[src/rtl/multiciclo_control.sv]
// Multicycle MIPS-subset control FSM with memory-wait timeout trap and retired-instruction counter.
// Moore outputs from state; FETCH write enables and MEMWR completion are qualified by mem_ready.
module multiciclo_control #(
  parameter int MEM_TIMEOUT = 8,
  parameter int CNT_W       = 32,
  parameter bit ADDI_EN     = 1'b1
) (
  input  logic             clk,
  input  logic             rst,
  input  logic [5:0]       op_code,
  input  logic [5:0]       funct_field,
  input  logic             mem_ready,
  input  logic             Zero,
  output logic             PCWrite,
  output logic             PCWriteCond,
  output logic             IorD,
  output logic             MemRead,
  output logic             MemWrite,
  output logic             IRWrite,
  output logic             MemtoReg,
  output logic             ALUSrcA,
  output logic             RegWrite,
  output logic             RegDst,
  output logic [1:0]       PCSource,
  output logic [1:0]       ALUSrcB,
  output logic [3:0]       operation,
  output logic [3:0]       state,
  output logic             exception,
  output logic             instr_done,
  output logic [CNT_W-1:0] instr_count
);

  typedef enum logic [3:0] {
    FETCH  = 4'd0,
    DECODE = 4'd1,
    MEMADR = 4'd2,
    MEMRD  = 4'd3,
    MEMWB  = 4'd4,
    MEMWR  = 4'd5,
    EXEC   = 4'd6,
    ALUWB  = 4'd7,
    BRANCH = 4'd8,
    JUMP   = 4'd9,
    ADDIEX = 4'd10,
    ADDIWB = 4'd11,
    TRAP   = 4'd15
  } state_t;

  localparam logic [3:0] OP_AND = 4'b0000;
  localparam logic [3:0] OP_OR  = 4'b0001;
  localparam logic [3:0] OP_ADD = 4'b0010;
  localparam logic [3:0] OP_SUB = 4'b0110;
  localparam logic [3:0] OP_SLT = 4'b0111;

  localparam logic [7:0] WAIT_LAST = 8'(MEM_TIMEOUT - 1);

  state_t     st;
  state_t     nxt;
  logic [7:0] wait_cnt;
  logic       waiting;
  logic       timeout;
  logic       funct_ok;
  logic [3:0] alu_op;

  // Branch resolution happens in the datapath; the flag is not needed here.
  logic unused_zero;
  assign unused_zero = Zero;

  assign state   = st;
  assign waiting = (st == FETCH) || (st == MEMRD) || (st == MEMWR);
  // Counter reaching MEM_TIMEOUT this cycle with no ready means the access is abandoned.
  assign timeout = waiting && !mem_ready && (wait_cnt == WAIT_LAST);

  always_comb begin
    funct_ok = 1'b1;
    alu_op   = OP_ADD;
    case (funct_field)
      6'b100000: alu_op = OP_ADD;
      6'b100010: alu_op = OP_SUB;
      6'b100100: alu_op = OP_AND;
      6'b100101: alu_op = OP_OR;
      6'b101010: alu_op = OP_SLT;
      default:   funct_ok = 1'b0;
    endcase
  end

  always_comb begin
    nxt = st;
    case (st)
      FETCH:  nxt = timeout ? TRAP : (mem_ready ? DECODE : FETCH);
      DECODE: begin
        case (op_code)
          6'b100011, 6'b101011: nxt = MEMADR;
          6'b000000:            nxt = EXEC;
          6'b000100:            nxt = BRANCH;
          6'b000010:            nxt = JUMP;
          6'b001000:            nxt = ADDI_EN ? ADDIEX : TRAP;
          default:              nxt = TRAP;
        endcase
      end
      MEMADR: nxt = (op_code == 6'b100011) ? MEMRD : MEMWR;
      MEMRD:  nxt = timeout ? TRAP : (mem_ready ? MEMWB : MEMRD);
      MEMWB:  nxt = FETCH;
      MEMWR:  nxt = timeout ? TRAP : (mem_ready ? FETCH : MEMWR);
      EXEC:   nxt = funct_ok ? ALUWB : TRAP;
      ALUWB:  nxt = FETCH;
      BRANCH: nxt = FETCH;
      JUMP:   nxt = FETCH;
      ADDIEX: nxt = ADDIWB;
      ADDIWB: nxt = FETCH;
      TRAP:   nxt = TRAP;
      default: nxt = TRAP;
    endcase
  end

  always_ff @(posedge clk or posedge rst) begin
    if (rst) begin
      st          <= FETCH;
      wait_cnt    <= 8'd0;
      instr_count <= '0;
    end else begin
      st <= nxt;
      if (!waiting || mem_ready) wait_cnt <= 8'd0;
      else                       wait_cnt <= wait_cnt + 8'd1;
      if (instr_done) instr_count <= instr_count + 1'b1;
    end
  end

  always_comb begin
    PCWrite     = 1'b0;
    PCWriteCond = 1'b0;
    IorD        = 1'b0;
    MemRead     = 1'b0;
    MemWrite    = 1'b0;
    IRWrite     = 1'b0;
    MemtoReg    = 1'b0;
    ALUSrcA     = 1'b0;
    RegWrite    = 1'b0;
    RegDst      = 1'b0;
    PCSource    = 2'b00;
    ALUSrcB     = 2'b00;
    operation   = OP_ADD;
    exception   = 1'b0;
    instr_done  = 1'b0;
    case (st)
      FETCH: begin
        MemRead = 1'b1;
        ALUSrcB = 2'b01;
        IRWrite = mem_ready;
        PCWrite = mem_ready;
      end
      DECODE: ALUSrcB = 2'b11;
      MEMADR: begin
        ALUSrcA = 1'b1;
        ALUSrcB = 2'b10;
      end
      MEMRD: begin
        MemRead = 1'b1;
        IorD    = 1'b1;
      end
      MEMWB: begin
        RegWrite   = 1'b1;
        MemtoReg   = 1'b1;
        instr_done = 1'b1;
      end
      MEMWR: begin
        MemWrite   = 1'b1;
        IorD       = 1'b1;
        instr_done = mem_ready;
      end
      EXEC: begin
        ALUSrcA   = 1'b1;
        operation = alu_op;
      end
      ALUWB: begin
        RegWrite   = 1'b1;
        RegDst     = 1'b1;
        instr_done = 1'b1;
      end
      BRANCH: begin
        ALUSrcA     = 1'b1;
        operation   = OP_SUB;
        PCWriteCond = 1'b1;
        PCSource    = 2'b01;
        instr_done  = 1'b1;
      end
      JUMP: begin
        PCWrite    = 1'b1;
        PCSource   = 2'b10;
        instr_done = 1'b1;
      end
      ADDIEX: begin
        ALUSrcA = 1'b1;
        ALUSrcB = 2'b10;
      end
      ADDIWB: begin
        RegWrite   = 1'b1;
        instr_done = 1'b1;
      end
      TRAP:    exception = 1'b1;
      default: exception = 1'b1;
    endcase
    // Reset is asynchronous, so the mem_ready-qualified FETCH enables must be masked directly.
    if (rst) begin
      PCWrite     = 1'b0;
      PCWriteCond = 1'b0;
      IRWrite     = 1'b0;
      MemWrite    = 1'b0;
      RegWrite    = 1'b0;
      instr_done  = 1'b0;
      exception   = 1'b0;
    end
  end

endmodule

[config.mk]
export PLATFORM = sky130hd
export DESIGN_NAME = multiciclo_control
export DESIGN_NICKNAME = d
export VERILOG_FILES = /design/src/rtl/multiciclo_control.sv
export SDC_FILE = /design/constraint.sdc
export NUM_CORES = 1
export LEC_CHECK = 0
export ABC_AREA = 0
export CAP_MARGIN = 20
export CELL_PAD_IN_SITES_DETAIL_PLACEMENT = 1
export CELL_PAD_IN_SITES_GLOBAL_PLACEMENT = 1
export CORE_ASPECT_RATIO = 0.5
export CORE_UTILIZATION = 30
export CTS_CLUSTER_DIAMETER = 50
export DETAILED_ROUTE_END_ITERATION = 12
export HOLD_SLACK_MARGIN = 0.02
export PLACE_DENSITY_LB_ADDON = 0.1
export SETUP_SLACK_MARGIN = 0.3
export SYNTH_ARGS = -nofsm -noshare
export SYNTH_HDL_FRONTEND = slang
export SYNTH_SLANG_ARGS = --single-unit
[constraint.sdc]
create_clock -name clk -period 1.82 [get_ports clk]
set_input_delay 0.273 -clock clk [delete_from_list [all_inputs] [get_ports clk]]
set_output_delay 0.273 -clock clk [all_outputs]
set_load 0.02 [all_outputs]
[Word-level counts from Yosys, hierarchy flattened]
Index checks and enable logic that the tools add are counted.
Operators by class
  equal/unequal tests: 22
  add/sub/neg operators: 2
  reduce and logical (&&, ||, !) cells: 18
  multiplexer cells: 35
Operator list (count)
  6-bit == test (second input constant): 7
  32-bit by 1-bit adder with 32-bit output (second input constant): 1
  4-bit one-hot mux with 8 select lines: 1
  4-bit one-hot mux with 5 select lines: 1
  1-bit 2-to-1 mux: 19
  4-bit by 3-bit == test with 1-bit output (second input constant): 4
  4-bit == test (second input constant): 4
  4-bit 2-to-1 mux: 4
  3-bit one-hot mux with 4 select lines: 1
  12-bit OR reduction: 1
  5-bit OR reduction: 2
  3-bit 2-to-1 mux: 3
  8-bit by 1-bit adder with 8-bit output (second input constant): 1
  4-bit by 2-bit == test with 1-bit output (second input constant): 2
  8-bit by 3-bit == test with 1-bit output (second input constant): 1
  8-bit 2-to-1 mux: 1
  4-bit one-hot mux with 2 select lines: 1
  2-bit OR reduction: 4
  6-bit by 2-bit == test with 1-bit output (second input constant): 1
  6-bit by 3-bit == test with 1-bit output (second input constant): 1
  6-bit by 4-bit == test with 1-bit output (second input constant): 1
  6-bit logical NOT: 1
  2-bit one-hot mux with 3 select lines: 1
  4-bit by 1-bit == test with 1-bit output (second input constant): 1
  other kinds (8): 13
Word-level totals
  bits in registers: 44
  word-level logic and storage cells: 80
  input bits: 16
  output and inout bits: 56

[Logic depth before layout (Yosys ltp)]
Gate-level depths: netlist of the first run.
  depth in word-level cells: 7
  gate-level depth with buffers: 7

[Worst setup path before layout of the first run]
OpenSTA, ideal clock, no wires.
  kind: input-to-output
  from: input rst
  to: output PCWrite
  stages on the path: 3
  setup slack: -0.384 ns
  data arrival time: 1.931 ns
  path buffers: 0
  cells stage by stage: inv_1 and4_1 a21o_1
Between the ends
  word-level cells in the longest chain between the ends: 1
Ends and longest elaborated chain
  from (decl): RTL line 9  | input logic rst,
  1-bit 2-to-1 mux: RTL line 204  | if (rst) begin
  to (decl): RTL line 14  | output logic PCWrite,
No other way between the ends.

[Final worst setup path of the first run]
  from: register st[3], in the netlist state[3]
  to: output RegWrite
Between the ends
  word-level cells in the longest chain between the ends: 4
  elaborated cells on any way between the ends: 6
  classes of those cells: eq/ne (3); mux (2); reduce/logical (1)
Ends and longest elaborated chain
  from (decl): RTL line 57  | state_t st;
  from (signal assigned): RTL line 122  | st <= nxt;
  4-bit == test or 4-bit by 3-bit == test with 1-bit output (tied branches): RTL line 145  | case (st)
  3-bit OR reduction (no line) *
  1-bit 2-to-1 mux *: RTL line 145
  1-bit 2-to-1 mux *: RTL line 204
  to (decl): RTL line 22  | output logic RegWrite,
Mark *: on every way between the ends. The rest lies on a longest branch, timed or not.

==> flow_summary.toml, run 1 <==
[logic_synthesis]
synth_area_um2 = 2550
synth-async-reset-ratio_pct = 100.0
ys_seq_elements = 44
synth_edf_count = 0
syn-num-nets = 291
synth_cells = 273
yosys_most_used_dff = "dfrtp_1"
synth_area_per_cell_um2 = 9.340
synth_warnings = 0
yosysSeqAreaShare_pct = 43.18
synth_cell_types = 48

[sta]
skew_ns = 0.002382
slew_headroom_pct = 61.21
whs_ns = 0.4609
layout_min_cycle_time_ns = 1.802
fin_crit_sh_pct = 99.00
setup_ws_ns = 0.01829
fmax_ghz = 0.5550
hold_violations = 0
final_max_slew_viol_count = 0
rsz0062_at_grt = "true"
tightest_slew_ns = 0.5819
finalSetupViolCount = 0

[worst_setup_path]
rr_endpoint = "instr_count[15]"
critical_path_class = "flip-flop to output port"
cp_slowest_stage_delay_ns = 0.47
slowest_stage = "dfrtp_2"
cp.required_ns = 1.55
end_kind = "output port"
cp.arrival_ns = 1.53
reg2reg_depth = 8
r2r_start = "state[3]"
critPathTopFamily = "flip-flops"
cp_cell_sequence = "nand2b_4 -> o32a_1 -> nor2_4 -> buf_6"
r2r_slack_ns = 0.03
startpoint_type = "flip-flop"
crit_fanout = 5
path_buf_inv = 1

[power_and_ir_drop]
finalPower_uw = 5982
clkPwrFrac_pct = 15.2
p_comb_share_pct = 63.9
power-per-cell-area_nw_per_um2 = 1282
p_switching_uw = 2354
power.leakage_uw = 0.002223
ir_worst_vdd_mv = 0.5630
p_sw_share_pct = 39.35
internal_power_uw = 3628
seq_power_share_pct = 20.8

[floorplan]
row_count = 23
dieArea_um2 = 8895
coreArea_um2 = 8115
chipWidth_um = 132.4
initial_utilization_pct = 31.42
die_height_um = 67.19
io_pins = 72

[place]
dp_slack_ns = -0.4224
dpl.hpwl_mm = 5.835
portBuffers = 69
dp.cells = 502
gp_congestion = 0.7972

[cells_and_area]
nets = 438
diodes = 0
area_delta_synth_final_pct = 83.02
drive_gt1_share_pct = 46.32
mostFrequentLayoutCell = "buf_4"
fin_cells = 533
final_cell_mix = "57 x buf_4, 44 x buf_6, 41 x dfrtp_1"
post-route-util_pct = 57.51

[routing]
drt_iter0_drc = 112
ant_nets = 0
drt-total-wl_mm = 8.740
avgViaCountPerCell = 4.929
drtPass1Iterations = 4
post_drt_wl_per_cell_um = 16.40
drc = 0
vias = 2627

[worst_hold_path]
hold_path_class = "input port to asynchronous set/reset pin"

[cts]
cts.hold.buffers_added = 0
clk_path_buf_depth = 2
cts_buffers = 5
cts.sinks = 44
clk_latency_ns = 0.28
cts-root-buf = "clkbuf_16"
htree_levels = 2
cts_tree = "yes"
path_clk_slew_ns = 0.06

[grt]
grt_util_all_layers_pct = 19.53
grt_overflow_total = 0
grt_antenna_before_repair = 0
grt_pass1_vias = 2841
grt_max_degree = 45
grt_pass1_wl_mm = 13.86

[status]
outcome = "complete, no violations"

[flow_run]
drv_cap = 0
-- worst min-delay path, cell delays in order --
cell	delay, ns
dlygate4sd2_1	0.32
clkinvlp_4	0.13
buf_4	0.48
-- power by group through the flow --
stage	Sequential, µW	Clock [µW]	Combinational (µW)
floorplan	1360	0	1240
global placement	1230	0	2760
detailed placement	1240	0	2790
CTS	1240	922	3390
global route	1270	967	4040
finish	1250	911	3820
-- final cells by class --
| cell class | instances | area (µm²) |
|---|---|---|
| Clock buffer | 6 | 138.9 |
| Clock inverter | 2 | 10.01 |
| Fill cell | 896 | 3448 |
| Inverter | 4 | 21.27 |
| Multi-Input combinational cell | 210 | 1807 |
| Sequential cell | 44 | 1105 |
| Tap cell | 112 | 140.1 |
| Timing Repair Buffer | 155 | 1445 |
-- synth_stat cells (all sizes together), types with 3 or more instances --
cell / n / share of area (%)
clkbuf: 8 / 1.2
nand3: 16 / 3.1
nand2: 17 / 2.5
and2: 5 / 1.2
inv: 4 / 0.59
nor2b: 4 / 0.98
nor4: 4 / 0.98
dfrtp: 44 / 43
a21oi: 3 / 0.59
or2: 4 / 0.98
buf: 7 / 1.8
xor2: 13 / 4.8
and4: 3 / 1.0
nand2b: 6 / 1.5
o21ai: 5 / 0.98
nor2: 29 / 4.3
xnor2: 27 / 9.3
nor3b: 3 / 0.88
o211ai: 4 / 1.4
nand4: 20 / 4.9
nor3: 10 / 2.4
and3: 11 / 2.7
-- stage by stage --
step | instance area [µm²] | setup TNS [ns]
floorplan | 2639 | -0.02904
detailed placement | 3882 | -7.228
global route | 4667 | -0.3276
global placement | 3882 | -5.136
finish | 4667 | 0
CTS | 4400 | 0
-- flip-flops by register name (all words and copies together), names as in the netlist --
register,count
state,4
wait_cnt,8
instr_count,32
-- cell families (layout without fill, tap and decap cells) --
logic type | count (synthesis) | count (layout) | synth area share, %
adder cells (fa/ha/maj) | 2 | 2 | 0.9812
AND/OR/NAND/NOR | 139 | 139 | 29.49
other | 1 | 1 | 0.1471
AO/OA/AOI/OAI | 25 | 25 | 7.310
flip-flops | 44 | 44 | 43.18
multiplexers | 3 | 3 | 1.227
XOR/XNOR | 40 | 40 | 14.03
buffers and inverters | 19 | 167 | 3.631
-- worst max path at each step --
stage	from	end	slack, ns	depth (start not counted)
CTS	state[2]	PCWrite	0.05	5
global placement	rst	PCWrite	-0.35	5
global route	state[0]	instr_count[30]	-0.04	9
detailed placement	rst	PCWrite	-0.42	5
floorplan	rst	PCWrite	-0.03	3
finish	state[3]	RegWrite	0.02	4
-- metal layers --
| layer | vias up | GRT usage (%) | share of wire [%] | routed length, µm |
|---|---|---|---|---|
| li1 | 1255 | - | - | - |
| met1 | 1310 | 23.02 | 42 | 3709 |
| met2 | 54 | 38.22 | 54 | 4686 |
| met3 | 8 | 3.078 | 2.9 | 256 |
| met4 | 0 | 4.454 | 1.0 | 87 |
| met5 | - | 0 | 0 | 0 |
-- repair_timing --
item,in CTS,in global routing
pin swaps,34,17
gates resized for setup,225,51
buffers inserted,12,11
endpoints found under the setup margin,99,65
Note: power is estimated with default switching activity, not from simulation.
==> inputs of run 2 (changes only) <==
MAX_ROUTING_LAYER = met4   (was not set)
==> flow_summary.toml, run 2 (synthesis results as in run 1) <==
[sta]
setup_ws_ns = 0.01739
fmax_ghz = 0.5548
tightest_slew_ns = 0.5872
whs_ns = 0.4630
finalSetupViolCount = 0
hold_violations = 0
fin_crit_sh_pct = 99.04
final_max_slew_viol_count = 0
slew_headroom_pct = 60.85
layout_min_cycle_time_ns = 1.803
skew_ns = 0.002005
rsz0062_at_grt = "true"

[power_and_ir_drop]
p_sw_share_pct = 39.33
finalPower_uw = 5983
p_switching_uw = 2353
internal_power_uw = 3630
clkPwrFrac_pct = 15.2
p_comb_share_pct = 64.0
seq_power_share_pct = 20.9
power.leakage_uw = 0.002236
ir_worst_vdd_mv = 0.5632
power-per-cell-area_nw_per_um2 = 1278

[grt]
grt_pass1_vias = 2840
grt_overflow_total = 0
grt_max_degree = 45
grt_util_all_layers_pct = 20.13
grt_pass1_wl_mm = 13.86
grt_antenna_before_repair = 0

[floorplan]
die_height_um = 67.19
dieArea_um2 = 8895
io_pins = 72
chipWidth_um = 132.4
row_count = 23
initial_utilization_pct = 31.42
coreArea_um2 = 8115

[cts]
clk_path_buf_depth = 2
cts_buffers = 5
cts.sinks = 44
cts_tree = "yes"
clk_latency_ns = 0.28
cts-root-buf = "clkbuf_16"
path_clk_slew_ns = 0.06
htree_levels = 2

[place]
dpl.hpwl_mm = 5.835
portBuffers = 69
dp_slack_ns = -0.4224
gp_congestion = 0.8086

[routing]
post_drt_wl_per_cell_um = 16.43
ant_nets = 0
drc = 0
avgViaCountPerCell = 4.936
drtPass1Iterations = 4
vias = 2636
drt-total-wl_mm = 8.771
drt_iter0_drc = 75

[worst_hold_path]
hold_path_class = "input port to asynchronous set/reset pin"

[status]
outcome = "complete, no violations"

[cells_and_area]
nets = 439
diodes = 0
final_cell_mix = "58 x buf_4, 44 x buf_6, 41 x dfrtp_1"
drive_gt1_share_pct = 46.68
largest_reg_flops = 32
max_flop_register = "instr_count"
mostFrequentLayoutCell = "buf_4"
area_delta_synth_final_pct = 83.61

[worst_setup_path]
cp.required_ns = 1.55
crit_fanout = 5
r2r_start = "state[3]"
cp-startpoint = "state[3]"
critical_path_class = "flip-flop to output port"
end_kind = "output port"
cp.arrival_ns = 1.53
startpoint_type = "flip-flop"

[flow_run]
drv_cap = 0
-- run 2: layout make-up --
type	count	area [µm²]
fill	898	3433
multi-input combinational	210	1814
timing repair buffer	156	1453
sequential	44	1105
tap	112	140.1
clock buffer	6	138.9
inverter	4	21.27
clock inverter	2	10.01
-- run 2: final timing paths --
| check | endpoint | slack, ns | depth (start not counted) |
|---|---|---|---|
| setup / recovery | RegWrite | 0.02 | 4 |
| hold / removal | state[2] | 0.46 | 3 |
| setup reg to reg | instr_count[15] | 0.03 | 8 |
| hold reg to reg | instr_count[31] | 0.47 | 1 |
| max in group asynchronous | state[3] | 0.92 | 3 |
| min in group clk | instr_count[31] | 0.47 | 1 |
-- run 2: through the flow --
stage	area, µm²	setup TNS, ns	instances	util, %
after global placement	3882	-5.136	502	47.84
after CTS	4400	0	522	54.22
after detailed placement	3882	-7.228	502	47.84
after floorplan	2639	-0.02904	273	-
final	4682	0	534	57.69
after global routing	4682	-0.3362	534	57.69
-- run 2: critical path: stages (launching register included) --
cell and delay [ns]:
dfrtp_2 0.47, nand2b_4 0.17, o32a_1 0.38, nor2_4 0.12, buf_6 0.12
-- run 2: per-layer routing --
metal	up-vias	GRT usage [%]	part of all wire (%)
met2	54	38.22	53
met4	0	4.454	0.97
met1	1314	23.11	43
li1	1258	-	-
met5	-	-	0
met3	10	2.853	2.6
-- run 2: repair_timing --
action / 4_1_cts / 5_1_grt
pin swaps: 34 / 16
endpoints found under the hold margin: 0 / 0
hold buffers: 0 / 0
resized for setup: 225 / 52
setup buffers: 12 / 12
endpoints found under the setup margin: 99 / 65
-- run 2: power by group through the flow --
| stage | clock (µW) | sequential, µW | combinational [µW] |
|---|---|---|---|
| 3_3_place_gp | 0 | 1230 | 2760 |
| 4_1_cts | 922 | 1240 | 3390 |
| 3_5_place_dp | 0 | 1240 | 2790 |
| 5_1_grt | 967 | 1270 | 4050 |
| 6_report | 907 | 1250 | 3830 |
| 2_1_floorplan | 0 | 1360 | 1240 |
